--- config.mk ---
export PLATFORM = sky130hd
export DESIGN_NAME = fifo_mc
export DESIGN_NICKNAME = d
export VERILOG_FILES = /design/src/rtl/fifo_mc_pkg.sv /design/src/rtl/fifo_mc_ram_v3.sv /design/src/rtl/fifo_mc.sv
export SDC_FILE = /design/constraint.sdc
export NUM_CORES = 2
export LEC_CHECK = 0
export CORE_MARGIN = 2
export CORE_UTILIZATION = 40
export CTS_BUF_LIST = sky130_fd_sc_hd__clkbuf_4
export DETAILED_ROUTE_END_ITERATION = 10
export GPL_TIMING_DRIVEN = 0
export PLACE_DENSITY_LB_ADDON = 0.15
export SETUP_SLACK_MARGIN = 0.15
export SYNTH_ARGS = -nofsm -noshare
export SYNTH_HDL_FRONTEND = slang
export SYNTH_SLANG_ARGS = --single-unit
--- constraint.sdc ---
create_clock -name clk -period 4.4 [get_ports clk]
set_input_delay 0.88 -clock clk [delete_from_list [all_inputs] [get_ports clk]]
set_output_delay 0.88 -clock clk [all_outputs]
set_load 0.03 [all_outputs]
--- src/rtl/fifo_mc_pkg.sv ---
// fifo_mc_pkg: shared definitions for the multi-channel FIFO.
//   calc_ch_w : channel-index width, never less than one bit
//   calc_cw   : per-channel pointer/count width (one extra wrap bit)
//   ch_status_t : per-channel status bundle (full, empty, afull, count)
package fifo_mc_pkg;

  // Status count is carried at a fixed width so the struct stays
  // parameter-independent; channels are limited to DEPTH_WIDTH <= 15.
  localparam int unsigned MAX_CW = 16;

  typedef struct packed {
    logic              full;
    logic              empty;
    logic              afull;
    logic [MAX_CW-1:0] count;
  } ch_status_t;

  function automatic int unsigned calc_ch_w(input int unsigned num_ch);
    return (num_ch <= 1) ? 1 : $clog2(num_ch);
  endfunction

  function automatic int unsigned calc_cw(input int unsigned depth_width);
    return depth_width + 1;
  endfunction

endpackage

--- src/rtl/fifo_mc_ram_v3.sv ---
// ram_v3: simple dual-port synchronous RAM, one write port, one read port
// with a registered (1-cycle) read. No reset; contents are undefined until
// written.
//   clk   : clock
//   we    : write enable      waddr/wdata : write address / data
//   re    : read enable       raddr       : read address
//   rdata : read data, valid the cycle after re, held otherwise
module ram_v3 #(
  parameter int unsigned DEPTH  = 64,
  parameter int unsigned ADDR_W = 6,
  parameter int unsigned DATA_W = 32
) (
  input  logic              clk,
  input  logic              we,
  input  logic [ADDR_W-1:0] waddr,
  input  logic [DATA_W-1:0] wdata,
  input  logic              re,
  input  logic [ADDR_W-1:0] raddr,
  output logic [DATA_W-1:0] rdata
);

  logic [DATA_W-1:0] mem [DEPTH];

  always_ff @(posedge clk) begin
    if (we) mem[waddr] <= wdata;
    if (re) rdata <= mem[raddr];
  end

endmodule

--- src/rtl/fifo_mc.sv ---
// fifo_mc: NUM_CH independent FIFOs sharing one statically partitioned RAM.
//   clk, rst_n (sync, active-low)
//   wr_en_i/wr_ch_i/wr_data_i : push request
//   rd_en_i/rd_ch_i           : pop request
//   rd_valid_o/rd_data_o/rd_ch_o : popped entry, one cycle after accept
//   full_o/empty_o/afull_o/count_o : per-channel status from pointers
//   ovf_o/udf_o : sticky dropped-write / dropped-read flags
module fifo_mc
  import fifo_mc_pkg::*;
#(
  parameter int unsigned NUM_CH      = 4,
  parameter int unsigned DEPTH_WIDTH = 4,
  parameter int unsigned DATA_WIDTH  = 32,
  parameter int unsigned AF_THRESH   = (32'd1 << DEPTH_WIDTH) - 32'd1,
  localparam int unsigned CH_W = calc_ch_w(NUM_CH),
  localparam int unsigned CW   = calc_cw(DEPTH_WIDTH)
) (
  input  logic                   clk,
  input  logic                   rst_n,
  input  logic                   wr_en_i,
  input  logic [CH_W-1:0]        wr_ch_i,
  input  logic [DATA_WIDTH-1:0]  wr_data_i,
  input  logic                   rd_en_i,
  input  logic [CH_W-1:0]        rd_ch_i,
  output logic                   rd_valid_o,
  output logic [DATA_WIDTH-1:0]  rd_data_o,
  output logic [CH_W-1:0]        rd_ch_o,
  output logic [NUM_CH-1:0]      full_o,
  output logic [NUM_CH-1:0]      empty_o,
  output logic [NUM_CH-1:0]      afull_o,
  output logic [NUM_CH*CW-1:0]   count_o,
  output logic [NUM_CH-1:0]      ovf_o,
  output logic [NUM_CH-1:0]      udf_o
);

  localparam int unsigned AW = CH_W + DEPTH_WIDTH;

  logic [CW-1:0]          wr_ptr [NUM_CH];
  logic [CW-1:0]          rd_ptr [NUM_CH];
  logic [CW-1:0]          cnt    [NUM_CH];
  ch_status_t             st     [NUM_CH];
  logic [NUM_CH-1:0]      wr_hit, rd_hit;
  logic                   wr_acc, rd_acc;
  logic [DEPTH_WIDTH-1:0] wr_lo, rd_lo;
  logic [DATA_WIDTH-1:0]  ram_rdata;

  // Status from pointer registers only (pre-edge state, no bypass).
  always_comb begin
    full_o  = '0;
    empty_o = '0;
    afull_o = '0;
    count_o = '0;
    for (int unsigned i = 0; i < NUM_CH; i++) begin
      st[i]       = '0;
      cnt[i]      = wr_ptr[i] - rd_ptr[i];
      st[i].count = MAX_CW'(cnt[i]);
      st[i].empty = (wr_ptr[i] == rd_ptr[i]);
      st[i].full  = (wr_ptr[i][CW-2:0] == rd_ptr[i][CW-2:0]) &&
                    (wr_ptr[i][CW-1] != rd_ptr[i][CW-1]);
      st[i].afull = (32'(st[i].count) >= AF_THRESH);
      full_o[i]   = st[i].full;
      empty_o[i]  = st[i].empty;
      afull_o[i]  = st[i].afull;
      count_o[i*CW +: CW] = st[i].count[CW-1:0];
    end
  end

  // One-hot channel decode; an out-of-range channel matches nothing, so
  // the request is dropped without touching pointers or flags.
  always_comb begin
    wr_hit = '0;
    rd_hit = '0;
    wr_lo  = '0;
    rd_lo  = '0;
    for (int unsigned i = 0; i < NUM_CH; i++) begin
      wr_hit[i] = wr_en_i && (wr_ch_i == CH_W'(i));
      rd_hit[i] = rd_en_i && (rd_ch_i == CH_W'(i));
      if (wr_hit[i]) wr_lo = wr_ptr[i][DEPTH_WIDTH-1:0];
      if (rd_hit[i]) rd_lo = rd_ptr[i][DEPTH_WIDTH-1:0];
    end
    wr_acc = |(wr_hit & ~full_o);
    rd_acc = |(rd_hit & ~empty_o);
  end

  always_ff @(posedge clk) begin
    if (!rst_n) begin
      for (int unsigned i = 0; i < NUM_CH; i++) begin
        wr_ptr[i] <= '0;
        rd_ptr[i] <= '0;
      end
      ovf_o      <= '0;
      udf_o      <= '0;
      rd_valid_o <= 1'b0;
      rd_ch_o    <= '0;
    end else begin
      rd_valid_o <= rd_acc;
      if (rd_acc) rd_ch_o <= rd_ch_i;
      for (int unsigned i = 0; i < NUM_CH; i++) begin
        if (wr_hit[i]) begin
          if (full_o[i]) ovf_o[i] <= 1'b1;
          else           wr_ptr[i] <= wr_ptr[i] + 1'b1;
        end
        if (rd_hit[i]) begin
          if (empty_o[i]) udf_o[i] <= 1'b1;
          else            rd_ptr[i] <= rd_ptr[i] + 1'b1;
        end
      end
    end
  end

  // Accepted write and read never share an address: a shared slot means
  // the channel is empty (read refused) or full (write refused).
  ram_v3 #(
    .DEPTH  (NUM_CH << DEPTH_WIDTH),
    .ADDR_W (AW),
    .DATA_W (DATA_WIDTH)
  ) u_ram (
    .clk   (clk),
    .we    (wr_acc),
    .waddr ({wr_ch_i, wr_lo}),
    .wdata (wr_data_i),
    .re    (rd_acc),
    .raddr ({rd_ch_i, rd_lo}),
    .rdata (ram_rdata)
  );

  // RAM output register is not reset; gating keeps data zero when idle
  // and after reset.
  assign rd_data_o = rd_valid_o ? ram_rdata : '0;

endmodule

==> impl_metrics.yaml <==
synth:
  synth_edf_count: 2120
  syn-num-nets: 5525
  ys_async_sr_fraction_pct: 0
  synthTopCellsByCount: "edfxtp_1 (2120), nand2_1 (1297), nand3_1 (351), a21oi_1 (224), clkbuf_1 (169)"
  ys_ff_latch: 2131
  seq_area_frac_synth_pct: 76.53
  avgSynthCellArea_um2: 15.30
  netlist.area_leader.share_pct: 76.26
  ys.flop_type: "edfxtp_1"
  ys_types: 55
  yosysMostFrequentCell: "edfxtp_1"
  synth_area_leaders: "edfxtp_1 (76%), nand2_1 (5.8%), mux4_2 (3.3%), nand3_1 (2.1%), mux2i_1 (1.7%)"
  yosysWarnings: 0
  synth_top_area_cell: "edfxtp_1"
  synthCells: 5457
  syn_area_um2: 83480
detailed_routing:
  route.detailed.drc: 0
  wirelength_um: 297400
  drt_first_pass_iters: 8
  drtAntennaViolNets: 0
  via_per_inst: 5.735
  post_drt_wl_per_cell_um: 31.19
  vias: 54680
  drt_iter0_drc: 7439
timing:
  fmax_mhz: 227.0
  setup_violations: 1
  slew_headroom_pct: 4.911
  setup_ws_ns: -0.005804
  hold_viol: 0
  period_minus_slack_ns: 4.406
  worstMarginPinSlew_ns: 1.422
  fin_crit_sh_pct: 100.1
  finalMaxSlewViolations: 0
  skew_ns: 0.1319
  grt_setup_unrepaired: "yes"
setup_path:
  max_stage_delay_ns: 0.92
  cp-end-kind: "register"
  critPathArrivalTime_ns: 5.57
  timing.rr.end: "u_ram.rdata[26]"
  path_max_fanout: 10
  crit_slowest_cell: "a2111oi_1"
  critPathBufInv: 2
  critPathLaunchType: "register"
  cp_num_cells: 9
  crit_path_cell_trace: "mux2i_1 > o22ai_4 > buf_2 > nand3_2 > clkbuf_1 > a21oi_1 > a2111oi_1 > o21ai_0 > and4_1"
  worstSetupPathType: "reg -> reg"
  rrSetupSlack_ns: -0.006
  cp.required_ns: 5.56
  worst-r2r-cell-count: 9
  path_delay_family: "compound AO/OA/AOI/OAI gates"
  r2r_start: "rd_ptr[0][2]"
floorplan:
  die_height_um: 460.8
  die_w_um: 460.8
  ioPinCount: 115
  core-area_um2: 207300
  dieArea_um2: 212400
  rows: 167
  start_util_pct: 40.27
clock_network:
  path_clk_slew_ns: 0.07
  cts_tree: "done"
  clk_latency_ns: 1.40
  cts_root_buffer: "clkbuf_4"
  cts_buffers: 591
  clockBufferDepth: 4
  clkSinkCount: 2131
  htreeDepth: 6
min_path:
  holdPathEnd: "u_ram.mem[5][20]"
  hold_start: "wr_data_i[20]"
  whs_path_depth: 1
  holdCritPathClass: "in -> reg"
placed_design:
  place_area_um2: 90690
  place.detailed.hpwl_um: 201600
  gp_congestion: 0.8830
  port_buffers: 112
layout:
  design_area_um2: 99040
  drive_above_1_share_pct: 22.68
  fin_util_pct: 47.78
  syn_to_final_growth_pct: 18.64
  nets: 6400
pwr:
  p_sw_share_pct: 25.35
  pwr-share-comb_pct: 8.6
  clkPwrFrac_pct: 40.3
  totalPowerFinal_mw: 44.22
  p_switching_mw: 11.21
  p_leak_nw: 33.44
  peakVddDrop_v: 0.0002864
  power.internal_mw: 33.01
  seqPwrFrac_pct: 51.0
  powerDensity_nw_per_um2: 446.5
global_route:
  grt_pass1_vias: 52120
  antenna_found_initial: 16
  track_usage_pct: 27.67
  grt_pass1_wl_um: 406500
  globalRouteOverflowTotal: 0
  grt_start_max_net_pins: 65
outcome:
  violations: "capacitance limit, setup timing"
  outcome: "finished, violations left"
run:
  maxCapViolations: 1
[placed cells by master, fill, tap and decap left out, types with 32 or more instances in the layout]
cell type        instances
edfxtp_1              2120
nand2_1               1296
clkbuf_4               885
nand3_1                350
a21oi_1                220
mux2i_1                145
clkbuf_1               134
mux4_2                 121
buf_2                  104
a32oi_1                 88
buf_12                  81
clkinv_1                73
a31oi_1                 72
buf_4                   68
nor2_4                  64
nor2_1                  59
nand4_1                 56
a211oi_1                49
clkdlybuf4s50_1         46
a2111oi_1               32
[layout make-up]
| type | count | area (µm²) |
|---|---|---|
| plain buffers | 321 | 1678 |
| flip-flops and latches | 2131 | 63880 |
| well taps | 2788 | 3488 |
| clock inverters | 104 | 621.8 |
| fillers | 18360 | 108200 |
| clock buffers | 877 | 6584 |
| diodes | 26 | 65.06 |
| multi-input cells | 2974 | 18730 |
| repair buffers | 283 | 3877 |
| inverters | 30 | 112.6 |
[sequential cells by signal (all words and copies together), names as in the netlist]
register and cells:
u_ram.rdata 32, ovf_o 4, wr_ptr 20, rd_ptr 20, udf_o 4, rd_ch_o 2
u_ram.mem 2048, rd_valid_o 1
[power by group through the flow]
stage | Clock [mW] | Sequential, mW | Combinational [mW]
5_1_grt | 19.2 | 22.6 | 3.95
3_5_place_dp | 0 | 23.0 | 3.69
4_1_cts | 18.1 | 22.6 | 3.74
3_3_place_gp | 0 | 23.1 | 3.52
2_1_floorplan | 0 | 23.0 | 1.66
6_report | 17.8 | 22.6 | 3.82
[through the flow]
| step | hold WS (ns) | setup slack [ns] | cells | setup TNS, ns |
|---|---|---|---|---|
| 2_1_floorplan | 0.5972 | 0.5451 | 5457 | 0 |
| 3_3_place_gp | 0.4516 | -3.062 | 8357 | -5431.17 |
| 3_5_place_dp | 0.4572 | -2.054 | 8466 | -1095.45 |
| 4_1_cts | 0.01165 | 0.04117 | 9480 | 0 |
| 5_1_grt | 0.02794 | 0.04799 | 9521 | 0 |
| 6_report | 0.08649 | -0.005804 | 9534 | -0.005804 |
[worst reg2reg max path, cell delays in order (launching register included)]
cell and delay [ns]:
edfxtp_1 0.51, mux2i_1 0.40, o22ai_4 0.20, buf_2 0.35
nand3_2 0.43, clkbuf_1 0.83, a21oi_1 0.12, a2111oi_1 0.92
o21ai_0 0.23, and4_1 0.22
[logic make-up (layout without fill, tap and decap cells)]
kind of cell    Yosys count  in the layout  synth area share (%)
fa+ha+maj                28             28                0.4557
simple gates           1976           1976                 10.01
buf+inv                 352           1615                 2.061
other cells               0             26                     0
flops                  2131           2131                 76.53
compound gates          658            658                 5.444
xor+xnor                 42             42                0.4407
mux                     270            270                 5.057
[worst max-delay path by stage]
stage	from	slack, ns	endpoint
6_report	rd_ptr[0][2]	-0.006	u_ram.rdata[26]
5_1_grt	rd_ptr[0][1]	0.05	u_ram.rdata[8]
4_1_cts	rd_ptr[0][2]	0.04	u_ram.rdata[25]
3_5_place_dp	rd_ch_i[1]	-2.05	u_ram.rdata[25]
3_3_place_gp	wr_ch_i[1]	-3.06	u_ram.mem[5][5]
2_1_floorplan	wr_ch_i[0]	0.55	u_ram.mem[33][0]
[what timing repair did]
item / 4_1_cts / 5_1_grt
setup endpoints to repair: 454 / 214
hold buffers: 21 / 0
buffers inserted: 12 / 29
pin swaps: 2 / 14
hold endpoints to repair: 329 / 0
gates resized for setup: 166 / 54
[routing by layer]
layer	GRT usage, %	share of wire [%]
met2	41.86	45
met5	0	0.027
met1	38.41	41
met4	11.97	4.2
met3	6.216	10
Power figures use the tool's default switching activity.
